**config.mk**
```make
export PLATFORM = sky130hd
export DESIGN_NAME = serial_addsub
export DESIGN_NICKNAME = d
export VERILOG_FILES = /design/src/rtl/addsub_pkg.sv /design/src/rtl/fas.sv /design/src/rtl/serial_addsub.sv
export SDC_FILE = /design/constraint.sdc
export NUM_CORES = 1
export LEC_CHECK = 0
export ABC_AREA = 0
export ABC_CLOCK_PERIOD_IN_PS = 1300
export BUFFER_PORTS_ARGS = -buffer_cell sky130_fd_sc_hd__clkbuf_2
export CAP_MARGIN = 40
export CORE_MARGIN = 2
export CORE_UTILIZATION = 48
export CTS_BUF_LIST = sky130_fd_sc_hd__clkbuf_16
export DETAILED_ROUTE_END_ITERATION = 10
export PLACE_DENSITY = 0.81
export SLEW_MARGIN = 20
export SYNTH_ARGS = -nofsm -noshare
export SYNTH_HDL_FRONTEND = slang
export SYNTH_SLANG_ARGS = --single-unit
```
**constraint.sdc**
```tcl
create_clock -name clk -period 1.3 [get_ports clk]
set_clock_uncertainty 0.1 [all_clocks]
set_input_delay 0.195 -clock clk [delete_from_list [all_inputs] [get_ports clk]]
set_output_delay 0.195 -clock clk [all_outputs]
set_load 0.03 [all_outputs]
```
**src/rtl/addsub_pkg.sv**
```systemverilog
// Shared types and opcodes for the digit-serial adder/subtractor.
// Latency: n/a (declarations only).
// Backpressure: n/a.
package addsub_pkg;

   typedef enum logic [1:0] {
      IDLE = 2'd0,
      RUN  = 2'd1,
      DONE = 2'd2
   } state_t;

   localparam logic OP_ADD = 1'b0;
   localparam logic OP_SUB = 1'b1;

endpackage

```
**src/rtl/fas.sv**
```systemverilog
// Single-bit full adder/subtractor cell; s_op inverts b before the add.
// Latency: purely combinational.
// Backpressure: none, no state.
module fas (
   output logic s,
   output logic cout,
   input  logic a,
   input  logic b,
   input  logic cin,
   input  logic s_op
);

   logic b_eff;

   // Conditional inversion of b, then a plain full add.
   always_comb begin
      b_eff = b ^ s_op;
      s     = a ^ b_eff ^ cin;
      cout  = (a & b_eff) | (a & cin) | (b_eff & cin);
   end

endmodule

```
**src/rtl/serial_addsub.sv**
```systemverilog
// Digit-serial WIDTH-bit add/subtract, DIGIT bits per cycle through a fas ripple chain.
// Latency: out_valid rises STEPS cycles after the accepting edge; issue interval STEPS+2.
// Backpressure: result held in DONE while out_ready is low; in_ready low outside IDLE.
module serial_addsub
   import addsub_pkg::*;
#(
   parameter int WIDTH = 8,
   parameter int DIGIT = 1
) (
   input  logic             clk,
   input  logic             rst,
   input  logic             in_valid,
   output logic             in_ready,
   input  logic [WIDTH-1:0] a,
   input  logic [WIDTH-1:0] b,
   input  logic             s_op,
   output logic             out_valid,
   input  logic             out_ready,
   output logic [WIDTH-1:0] sum,
   output logic             cout,
   output logic             ovf
);

   localparam int STEPS = WIDTH / DIGIT;
   localparam int CW    = (STEPS > 1) ? $clog2(STEPS) : 1;
   localparam logic [CW-1:0] LAST = CW'(STEPS - 1);

   // Reject geometries where the operand does not split into whole digits.
   if ((DIGIT < 1) || (DIGIT > WIDTH) || ((WIDTH % DIGIT) != 0)) begin : g_bad_param
      $error("serial_addsub: WIDTH must be a multiple of DIGIT and DIGIT in 1..WIDTH");
   end

   state_t           state_q, state_d;
   logic [WIDTH-1:0] a_q, a_d;
   logic [WIDTH-1:0] b_q, b_d;
   logic [WIDTH-1:0] acc_q, acc_d;
   logic [WIDTH-1:0] sum_q, sum_d;
   logic             carry_q, carry_d;
   logic             cout_q, cout_d;
   logic             ovf_q, ovf_d;
   logic [CW-1:0]    cnt_q, cnt_d;

   logic [DIGIT-1:0] dig_s;
   logic [DIGIT:0]   chain_c;

   // The registered carry feeds the bottom of this digit's ripple chain.
   assign chain_c[0] = carry_q;

   // B is already inverted for subtraction at accept, so the cells always add.
   for (genvar i = 0; i < DIGIT; i++) begin : g_cell
      fas u_fas (
         .s    (dig_s[i]),
         .cout (chain_c[i+1]),
         .a    (a_q[i]),
         .b    (b_q[i]),
         .cin  (chain_c[i]),
         .s_op (OP_ADD)
      );
   end

   assign in_ready  = (state_q == IDLE) && !rst;
   assign out_valid = (state_q == DONE);
   assign sum       = sum_q;
   assign cout      = cout_q;
   assign ovf       = ovf_q;

   // Next-state and datapath: latch operands, shift one digit per RUN cycle, publish on the last.
   always_comb begin
      state_d = state_q;
      a_d     = a_q;
      b_d     = b_q;
      acc_d   = acc_q;
      sum_d   = sum_q;
      carry_d = carry_q;
      cout_d  = cout_q;
      ovf_d   = ovf_q;
      cnt_d   = cnt_q;
      unique case (state_q)
         IDLE: begin
            if (in_valid && in_ready) begin
               a_d     = a;
               b_d     = (s_op == OP_SUB) ? ~b : b;
               carry_d = (s_op == OP_SUB);
               acc_d   = '0;
               cnt_d   = '0;
               state_d = RUN;
            end
         end
         RUN: begin
            a_d     = a_q >> DIGIT;
            b_d     = b_q >> DIGIT;
            // New digit enters at the top; after STEPS shifts the LSB digit sits at bit 0.
            acc_d   = WIDTH'({dig_s, acc_q} >> DIGIT);
            carry_d = chain_c[DIGIT];
            cnt_d   = cnt_q + CW'(1);
            if (cnt_q == LAST) begin
               // The accumulator is separate from sum so the output never shows a partial result.
               sum_d   = acc_d;
               cout_d  = chain_c[DIGIT];
               ovf_d   = chain_c[DIGIT] ^ chain_c[DIGIT-1];
               state_d = DONE;
            end
         end
         DONE: begin
            if (out_ready) begin
               state_d = IDLE;
            end
         end
         default: state_d = IDLE;
      endcase
   end

   // State register with synchronous reset that also clears any partial operation.
   always_ff @(posedge clk) begin
      if (rst) begin
         state_q <= IDLE;
         a_q     <= '0;
         b_q     <= '0;
         acc_q   <= '0;
         sum_q   <= '0;
         carry_q <= 1'b0;
         cout_q  <= 1'b0;
         ovf_q   <= 1'b0;
         cnt_q   <= '0;
      end else begin
         state_q <= state_d;
         a_q     <= a_d;
         b_q     <= b_d;
         acc_q   <= acc_d;
         sum_q   <= sum_d;
         carry_q <= carry_d;
         cout_q  <= cout_d;
         ovf_q   <= ovf_d;
         cnt_q   <= cnt_d;
      end
   end

endmodule

```
==> out/summary.txt, run 1 <==
ANT nets after route -> 0
Post-synth ARST share -> 0
Worst Tran Pin Value -> 0.462 ns
DRT iter0 DRCs -> 115
Post-CTS Hold Buffers -> 0
I/O pin count -> 33
DP Wirelength -> 2210 um
Synth area leaders -> dfxtp_1 (46%), nor2_1 (6.2%), mux2i_1 (4.7%)
Fin. Hold Viols -> 0
Pwr Total -> 2.85 mW
Simple-gate share of the synthesized area -> 0.162
RSZ-0062 raised after global routing -> true
Placed cell count -> 250
Endpoint type of the worst setup path -> primary output
Vias -> 1,468
Largest net degree at the start of global routing -> 21
Yosys warnings -> 0
Max-slew headroom -> 0.692
Pwr dens -> 1210 nW/um^2
Vias in the first global route -> 1,367
Worst-path fanout max -> 6
Xor/xnor share of the synthesized area -> 0.0464
Max-Cap Viols -> 0
Mapped Cells -> 176
Final setup fails -> 36
Core utilization of the finished layout -> 0.699
Crit share post-route -> 1.10
CP max stage delay -> 0.38 ns
CTS tree -> built
Starting Density -> 0.505
Die Footprint -> 4030 um^2
Port Buf Inserts -> 32
Post-synthesis register bit count -> 39
Routability Congestion -> 0.737
First-pass GRT wire length -> 6220 um
Fmax -> 699 MHz
Setup WS post-layout -> -0.131 ns
Post-synthesis cell type count -> 30
Cell Rows -> 21
VDD IR max -> 1.02 mV
TritonCTS Buffers -> 5
Worst path required time -> 1.00 ns
Mapped Nets -> 200
Critical path launch point type -> flop
Outcome -> finished, violations left
Leak -> 0.949 nW
Number of synthesized flops with an enable pin -> 0
Grt ovf -> 0
Avg Cell Area, Syn -> 9.65 um^2
Deepest clock path buffer count -> 2
Worst hold path type -> in2reg
Fraction of layout instances using a drive strength above 1 -> 0.437
Failing checks -> setup timing
Synth Flop Type -> dfxtp_1
Nets -> 245
1st-pass router iterations -> 5
Die H -> 63.5 um
Crit path arrival time -> 1.14 ns
Worst skew pair latency -> 0.28 ns
Initial antenna violation count -> 0
Share of the synthesized area in the top cell type -> 0.459
Post-synthesis mux area share -> 0.0471
Mapped cell area -> 1700 um^2
WL final -> 4120 um
Residual DRC -> 0
Antenna fix cells -> 0
Die X -> 63.5 um
Clk slew on worst S/H paths -> 0.06 ns
Core footprint -> 3360 um^2
Sequential-to-total area share from yosys stat -> 0.459
Final Slew Violations -> 0
Kind of critical path -> reg2out
Finished Layout Cells -> 268
Root Driver -> clkbuf_16
Layout area overhead -> 38.4%
Adder and majority gate portion of the synthesized area -> 0.0265
CP Cell Sequence -> buf_6 > and2b_2 > buf_8
DR vias/cell -> 5.48
Total GRT Usage -> 0.197
Synth cell count leaders -> dfxtp_1 (39), nor2_1 (28), nand2_1 (18)
WL/cell -> 15.4 um
Count leader, synth -> dfxtp_1
Crit path time final -> 1.43 ns
Sink Count -> 39
Worst path slowest cell -> dfxtp_4
Main combinational cell family by area after synthesis -> compound AO/OA/AOI/OAI gates
Htree depth -> 2
Yosys top cell by area -> dfxtp_1
Worst slack, placed -> -0.131 ns
Post-layout instance area -> 2350 um^2
Placed cell area -> 1930 um^2
Synth Area in Compound Gates -> 0.191
[power by group]
part	leakage, nW	total (mW)	internal (mW)	switching [mW]
registers	0.319	1.29	1.25	0.0391
logic	0.553	0.437	0.217	0.220
clock network	0.0762	1.13	0.692	0.438
total	0.949	2.85	2.16	0.697
[area by class of cell]
class,instances,area [um^2]
clock inverters,3,12.5
clock buffers,5,125
multi-input cells,125,972
flip-flops and latches,39,790
well taps,46,57.6
repair buffers,50,395
fillers,264,1010
[flip-flops by register name, summed over array words and instances (netlist names)]
name     flops
a_q          8
acc_q        7
b_q          8
carry_q      1
cnt_q        3
cout         1
ovf          1
state_q      2
sum          8
[layout by cell type, fill, tap and decap left out, types with 7 or more instances in the layout]
cell type,count
a21oi_2,7
a222oi_1,7
a22oi_1,8
buf_4,8
clkbuf_2,30
dfxtp_1,36
nand2_1,10
nand2_2,7
nor2_1,27
xor2_1,8
[critical path: cells and delay by family (launching register included)]
family                 cells  cell delay (ns)
buffers and inverters      2             0.25
DFF                        1             0.38
and+or+nand+nor            1             0.23
[cell families (layout without fill, tap and decap cells)]
logic type               count (synthesis)  after routing
flip-flops                              39             39
multiplexers                             8              8
adder cells (fa/ha/maj)                  3              3
AND/OR/NAND/NOR                         59             61
XOR/XNOR                                 9              9
buffers and inverters                   15             58
AO/OA/AOI/OAI                           43             44
[metal layers]
layer	global-route usage	wire length (um)	up-vias
li1	-	-	711
met5	0	0	-
met2	0.321	2070	51
met3	0.0446	181	11
met1	0.250	1790	695
met4	0.0815	68	0
[per-stage QoR]
step                      hold WS (ns)  setup TNS [ns]
after floorplan                  0.277          -0.567
after CTS                       0.0763          -0.885
after global placement           0.343           -1.57
final                           0.0969           -1.87
after detailed placement         0.347           -2.19
after global routing             0.106           -3.80
[path summary, 6_finish.rpt]
check / start / endpoint / slack (ns) / cells after the start
hold reg to reg: sum[3] / sum[3] / 0.35 / 2
setup reg to reg: state_q[1] / carry_q / -0.12 / 5
hold / removal: out_ready / state_q[1] / 0.1 / 3
setup / recovery: state_q[0] / out_valid / -0.13 / 3
[repair_timing]
| action | 4_1_cts | 5_1_grt |
|---|---|---|
| pin swaps | 10 | 11 |
| cloned | 1 | 2 |
| resized for setup | 21 | 27 |
| endpoints found under the setup margin | 39 | 39 |
| setup buffers | 5 | 3 |
Power figures use the tool's default switching activity.
==> inputs of run 2 (changes only) <==
--- a/config.mk
+++ b/config.mk
@@ -10,10 +10,10 @@
 export BUFFER_PORTS_ARGS = -buffer_cell sky130_fd_sc_hd__clkbuf_2
 export CAP_MARGIN = 40
 export CORE_MARGIN = 2
-export CORE_UTILIZATION = 48
+export CORE_UTILIZATION = 40
 export CTS_BUF_LIST = sky130_fd_sc_hd__clkbuf_16
 export DETAILED_ROUTE_END_ITERATION = 10
-export PLACE_DENSITY = 0.81
+export PLACE_DENSITY = 0.7
 export SLEW_MARGIN = 20
 export SYNTH_ARGS = -nofsm -noshare
 export SYNTH_HDL_FRONTEND = slang
==> run 2 against run 1 <==
  * The flow still finishes with violations (setup timing)
  * Global-route usage shrank 3.5 points
  * Core utilization shrank 9.9 points
  * Routed wire length shrank 4.4%
  * Count of clock-buffer cells in the layout is the same
  * Clock power grew 37%
  * Final cell count grew 2.2%
  * Critical path type is now reg2reg
  * Critical endpoint is now a_q[0]
  * Largest cell class unchanged
  * Highest routed layer unchanged
==> out/summary.txt, run 2 (synthesis results as in run 1) <==
Commonest non-fill, non-tap cell in the layout -> dfxtp_1
Port Buf Inserts -> 32
Pint -> 2.59 mW
Fraction of layout instances using a drive strength above 1 -> 0.464
Max-Cap Viols -> 0
Vias -> 1,437
DR vias/cell -> 5.24
Die X -> 69.2 um
Sink Count -> 39
Post-layout instance area -> 2440 um^2
Outcome -> finished, violations left
Hold_ws -> 0.0919 ns
Setup WS post-layout -> -0.110 ns
Placed cell area -> 1940 um^2
Failing checks -> setup timing
Worst Tran Pin Value -> 0.348 ns
Root Driver -> clkbuf_16
Starting Density -> 0.419
Worst skew pair latency -> 0.28 ns
Vias in the first global route -> 1,382
Pwr Total -> 3.33 mW
Grt ovf -> 0
Cell Rows -> 23
Leak -> 0.973 nW
WL final -> 3940 um
Layout fillers -> 347
Layout area overhead -> 43.4%
I/O pin count -> 33
Residual DRC -> 0
Comb pwr share -> 0.146
Initial antenna violation count -> 0
Fmax -> 709 MHz
Die H -> 69.2 um
Critical path launch point type -> flop
FF-to-FF Start -> state_q[0]
Fin. Hold Viols -> 0
Final Slew Violations -> 0
Worst path required time -> 1.36 ns
1st-pass router iterations -> 6
Top delay family on crit path -> flip-flops
Deepest clock path buffer count -> 2
Antenna fix cells -> 0
Clk slew on worst S/H paths -> 0.06 ns
Min-delay src -> out_ready
Endpoint type of the worst setup path -> flop
Switching power -> 735 uW
Post-CTS Hold Buffers -> 0
Die Footprint -> 4790 um^2
Setup TNS -> -1.12 ns
Clk pwr share -> 0.467
Max-slew headroom -> 0.768
Kind of critical path -> reg2reg
First-pass GRT wire length -> 6200 um
Seq pwr share -> 0.387
CTS tree -> built
Total GRT Usage -> 0.162
Routability Congestion -> 0.713
Largest net degree at the start of global routing -> 24
WL/cell -> 14.4 um
Pwr dens -> 1370 nW/um^2
RSZ-0062 raised after global routing -> true
VDD IR max -> 0.736 mV
CP Launch Point -> state_q[0]
TritonCTS Buffers -> 5
Crit share post-route -> 1.08
Worst-path fanout max -> 7
DP Wirelength -> 2220 um
Switching share of power -> 0.221
CP bufs+invs -> 1
Crit path time final -> 1.41 ns
CP Cell Sequence -> nor2b_4 > buf_6 > mux2i_1 > a211oi_2
Core footprint -> 4060 um^2
DRT iter0 DRCs -> 99
Most frequent cells in the layout -> dfxtp_1 (37), clkbuf_2 (30), nor2_1 (24), nand2_1 (14), buf_4 (10)
Final setup fails -> 24
Worst path slowest cell -> dfxtp_4
Nets -> 247
Core utilization of the finished layout -> 0.600
CP max stage delay -> 0.36 ns
ANT nets after route -> 0
Worst hold path type -> in2reg
Htree depth -> 2
Crit path arrival time -> 1.47 ns
[run 2: cell types whose count changed in the layout (fill, tap and decap cells not counted), moves of 3 or more]
cell / previous run / this run
a21oi_2: 7 / 3
a211oi_1: 6 / 2
buf_12: 5 / 2
a22oi_2: 1 / 5
nand2_2: 7 / 4
a211oi_2: 5 / 9
nor2_1: 27 / 24
a21oi_1: 5 / 9
nand2_1: 10 / 14
a22oi_1: 8 / 4
buf_6: 5 / 9
[run 2: layout make-up]
type / instances / area [um^2] / share of cell area
Timing Repair Buffer: 54 / 420 / 0.173
Clock inverter: 3 / 63.8 / 0.0262
Tap cell: 50 / 62.6 / 0.0257
Clock buffer: 5 / 125 / 0.0514
Multi-Input combinational cell: 123 / 976 / 0.401
Sequential cell: 39 / 788 / 0.324
[run 2: worst paths after layout]
kind	end	slack (ns)	cells after the start
worst max register to register	a_q[0]	-0.11	4
worst min-delay path	state_q[1]	0.09	3
worst min register to register	sum[6]	0.35	2
worst max-delay path	a_q[0]	-0.11	4
[run 2: what timing repair did]
action / 4_1_cts / 5_1_grt
pin swaps: 4 / 21
buffers inserted: 7 / 0
cloned: 1 / 1
setup endpoints to repair: 37 / 40
gates resized for setup: 23 / 32
[run 2: metal layers]
layer | part of all wire | track usage
met1 | 0.42 | 0.193
met2 | 0.51 | 0.254
met5 | 0 | 0
met4 | 0.023 | 0.0871
met3 | 0.050 | 0.0567
[run 2: per-stage QoR]
stage	instances	worst slack [ns]
4_1_cts	273	-0.0971
3_3_place_gp	257	-0.0934
2_1_floorplan	176	-0.0832
5_1_grt	274	-0.165
3_5_place_dp	257	-0.158
6_report	274	-0.110
[run 2: tightest hold or removal path, delay by kind of cell]
kind / cells / cell delay (ns)
AND/OR/NAND/NOR: 1 / 0.10
buffers and inverters: 1 / 0.07
AO/OA/AOI/OAI: 1 / 0.07
[run 2: power groups by stage]
| stage | Clock [mW] | Combinational [mW] | Sequential (mW) |
|---|---|---|---|
| finish | 1.55 | 0.486 | 1.29 |
| global route | 1.65 | 0.527 | 1.29 |
| CTS | 1.58 | 0.415 | 1.28 |
| detailed placement | 0 | 0.351 | 1.31 |
| global placement | 0 | 0.345 | 1.31 |
| floorplan | 0 | 0.258 | 1.30 |
==> inputs of run 3 (changes only) <==
--- a/config.mk
+++ b/config.mk
@@ -14,6 +14,7 @@
 export CTS_BUF_LIST = sky130_fd_sc_hd__clkbuf_16
 export DETAILED_ROUTE_END_ITERATION = 10
 export PLACE_DENSITY = 0.7
+export SETUP_SLACK_MARGIN = 0.2
 export SLEW_MARGIN = 20
 export SYNTH_ARGS = -nofsm -noshare
 export SYNTH_HDL_FRONTEND = slang
==> run 3 against run 2 <==
  * The run still ends with setup timing left
  * Sequential share of layout area shrank 1.7 points
  * Register-to-register slack lost 0.05 ns
  * Routed wire length increased by 2.8%
  * Final cell count increased by 3.3%
  * Power decreased by 6.3%
  * Sequential power hardly changed
  * Worst setup slack got worse by 0.055 ns
==> out/summary.txt, run 3 (synthesis results as in run 1) <==
Residual DRC -> 0
Nets -> 256
Vias -> 1,450
Worst skew pair latency -> 0.28 ns
First-pass GRT wire length -> 6250 um
Crit path time final -> 1.47 ns
Largest net degree at the start of global routing -> 22
DR vias/cell -> 5.12
Root Driver -> clkbuf_16
R2R depth -> 6
DP Wirelength -> 2190 um
Vias in the first global route -> 1,367
Setup TNS -> -2.83 ns
Worst-path fanout max -> 6
Htree depth -> 2
Clk slew on worst S/H paths -> 0.06 ns
1st-pass router iterations -> 4
Max-slew headroom -> 0.794
Failing checks -> setup timing
Routability Congestion -> 0.747
Critical path launch point type -> flop
Max-Cap Viols -> 0
Grt ovf -> 0
ANT nets after route -> 0
Worst slack, placed -> -0.0773 ns
Outcome -> finished, violations left
Leak -> 1.03 nW
VDD IR max -> 0.912 mV
Multi-input gate area -> 1040 um^2
Worst Tran Pin Value -> 0.309 ns
TritonCTS Buffers -> 5
Die H -> 69.2 um
Die X -> 69.2 um
Core footprint -> 4060 um^2
Worst reg-to-reg setup slack -> -0.17 ns
Worst path required time -> 1.40 ns
Pwr Total -> 3.12 mW
Min-delay src -> out_ready
Fraction of layout instances using a drive strength above 1 -> 0.554
Antenna fix cells -> 0
Layout area overhead -> 54.9%
I/O pin count -> 33
Placed cell count -> 254
Finished Layout Cells -> 283
FF-to-FF Start -> state_q[1]
Setup WS post-layout -> -0.165 ns
Kind of critical path -> reg2reg
Initial antenna violation count -> 0
Most frequent cells in the layout -> nor2_1 (27), dfxtp_1 (26), clkbuf_2 (20), buf_4 (19), buf_6 (13)
Final setup fails -> 36
Sink Count -> 39
Cell Rows -> 23
Final Slew Violations -> 0
Register area -> 807 um^2
Total GRT Usage -> 0.162
DRT iter0 DRCs -> 95
CTS tree -> built
Worst hold path type -> in2reg
Cell count of the worst hold path -> 3
WL final -> 4050 um
Fmax -> 682 MHz
Die Footprint -> 4790 um^2
Endpoint type of the worst setup path -> flop
Hold Path Sink -> state_q[1]
Crit path arrival time -> 1.56 ns
WL/cell -> 14.3 um
Port Buf Inserts -> 32
Starting Density -> 0.419
Pwr dens -> 1180 nW/um^2
Hold_ws -> 0.101 ns
R2r endpoint -> sum[6]
Layout fillers -> 293
Commonest non-fill, non-tap cell in the layout -> nor2_1
Fin. Hold Viols -> 0
Deepest clock path buffer count -> 2
Crit share post-route -> 1.13
RSZ-0062 raised after global routing -> true
[run 3: final cells by class]
type,instances,area share
Clock buffer,5,0.0476
Clock inverter,3,0.0147
Multi-Input combinational cell,124,0.394
Sequential cell,39,0.307
Tap cell,50,0.0238
Timing Repair Buffer,62,0.213
[run 3: routing by layer]
layer | up-vias | GRT usage | part of all wire
li1 | 731 | - | -
met1 | 682 | 0.201 | 0.45
met2 | 33 | 0.261 | 0.51
met3 | 4 | 0.0523 | 0.030
met4 | 0 | 0.0610 | 0.012
met5 | - | 0 | 0
[run 3: how the worst max path moves through the flow]
stage	start	end	slack (ns)	cells past startpoint
2_1_floorplan	state_q[0]	b_q[0]	-0.06	6
3_3_place_gp	state_q[0]	b_q[4]	-0.06	5
3_5_place_dp	state_q[0]	a_q[4]	-0.08	4
4_1_cts	state_q[0]	out_valid	-0.1	3
5_1_grt	state_q[1]	sum[6]	-0.20	6
6_report	state_q[1]	sum[6]	-0.17	6
[run 3: what timing repair did]
action	4_1_cts	5_1_grt
endpoints found under the hold margin	0	0
hold buffers	0	0
setup buffers	13	5
resized for setup	37	64
pin swaps	9	28
endpoints found under the setup margin	51	51
cloned	2	1
[run 3: critical path: stages (launching register included)]
cell     delay (ns)
dfxtp_4        0.36
buf_6          0.12
nor2b_4        0.25
buf_6          0.15
and2_4         0.17
nand2_1        0.08
a21oi_1        0.16
[run 3: power by group]
group          leakage, nW  switching, mW  total, mW  internal (mW)
Sequential           0.325         0.0398       1.28           1.24
Combinational        0.627          0.222      0.483          0.261
Clock               0.0812          0.454       1.35          0.894
Total                 1.03          0.716       3.12           2.40
[run 3: through the flow]
step / utilization / cell area, um^2
2_1_floorplan: - / 1740
3_3_place_gp: 0.480 / 1950
3_5_place_dp: 0.480 / 1950
4_1_cts: 0.589 / 2390
5_1_grt: 0.648 / 2630
6_report: 0.648 / 2630
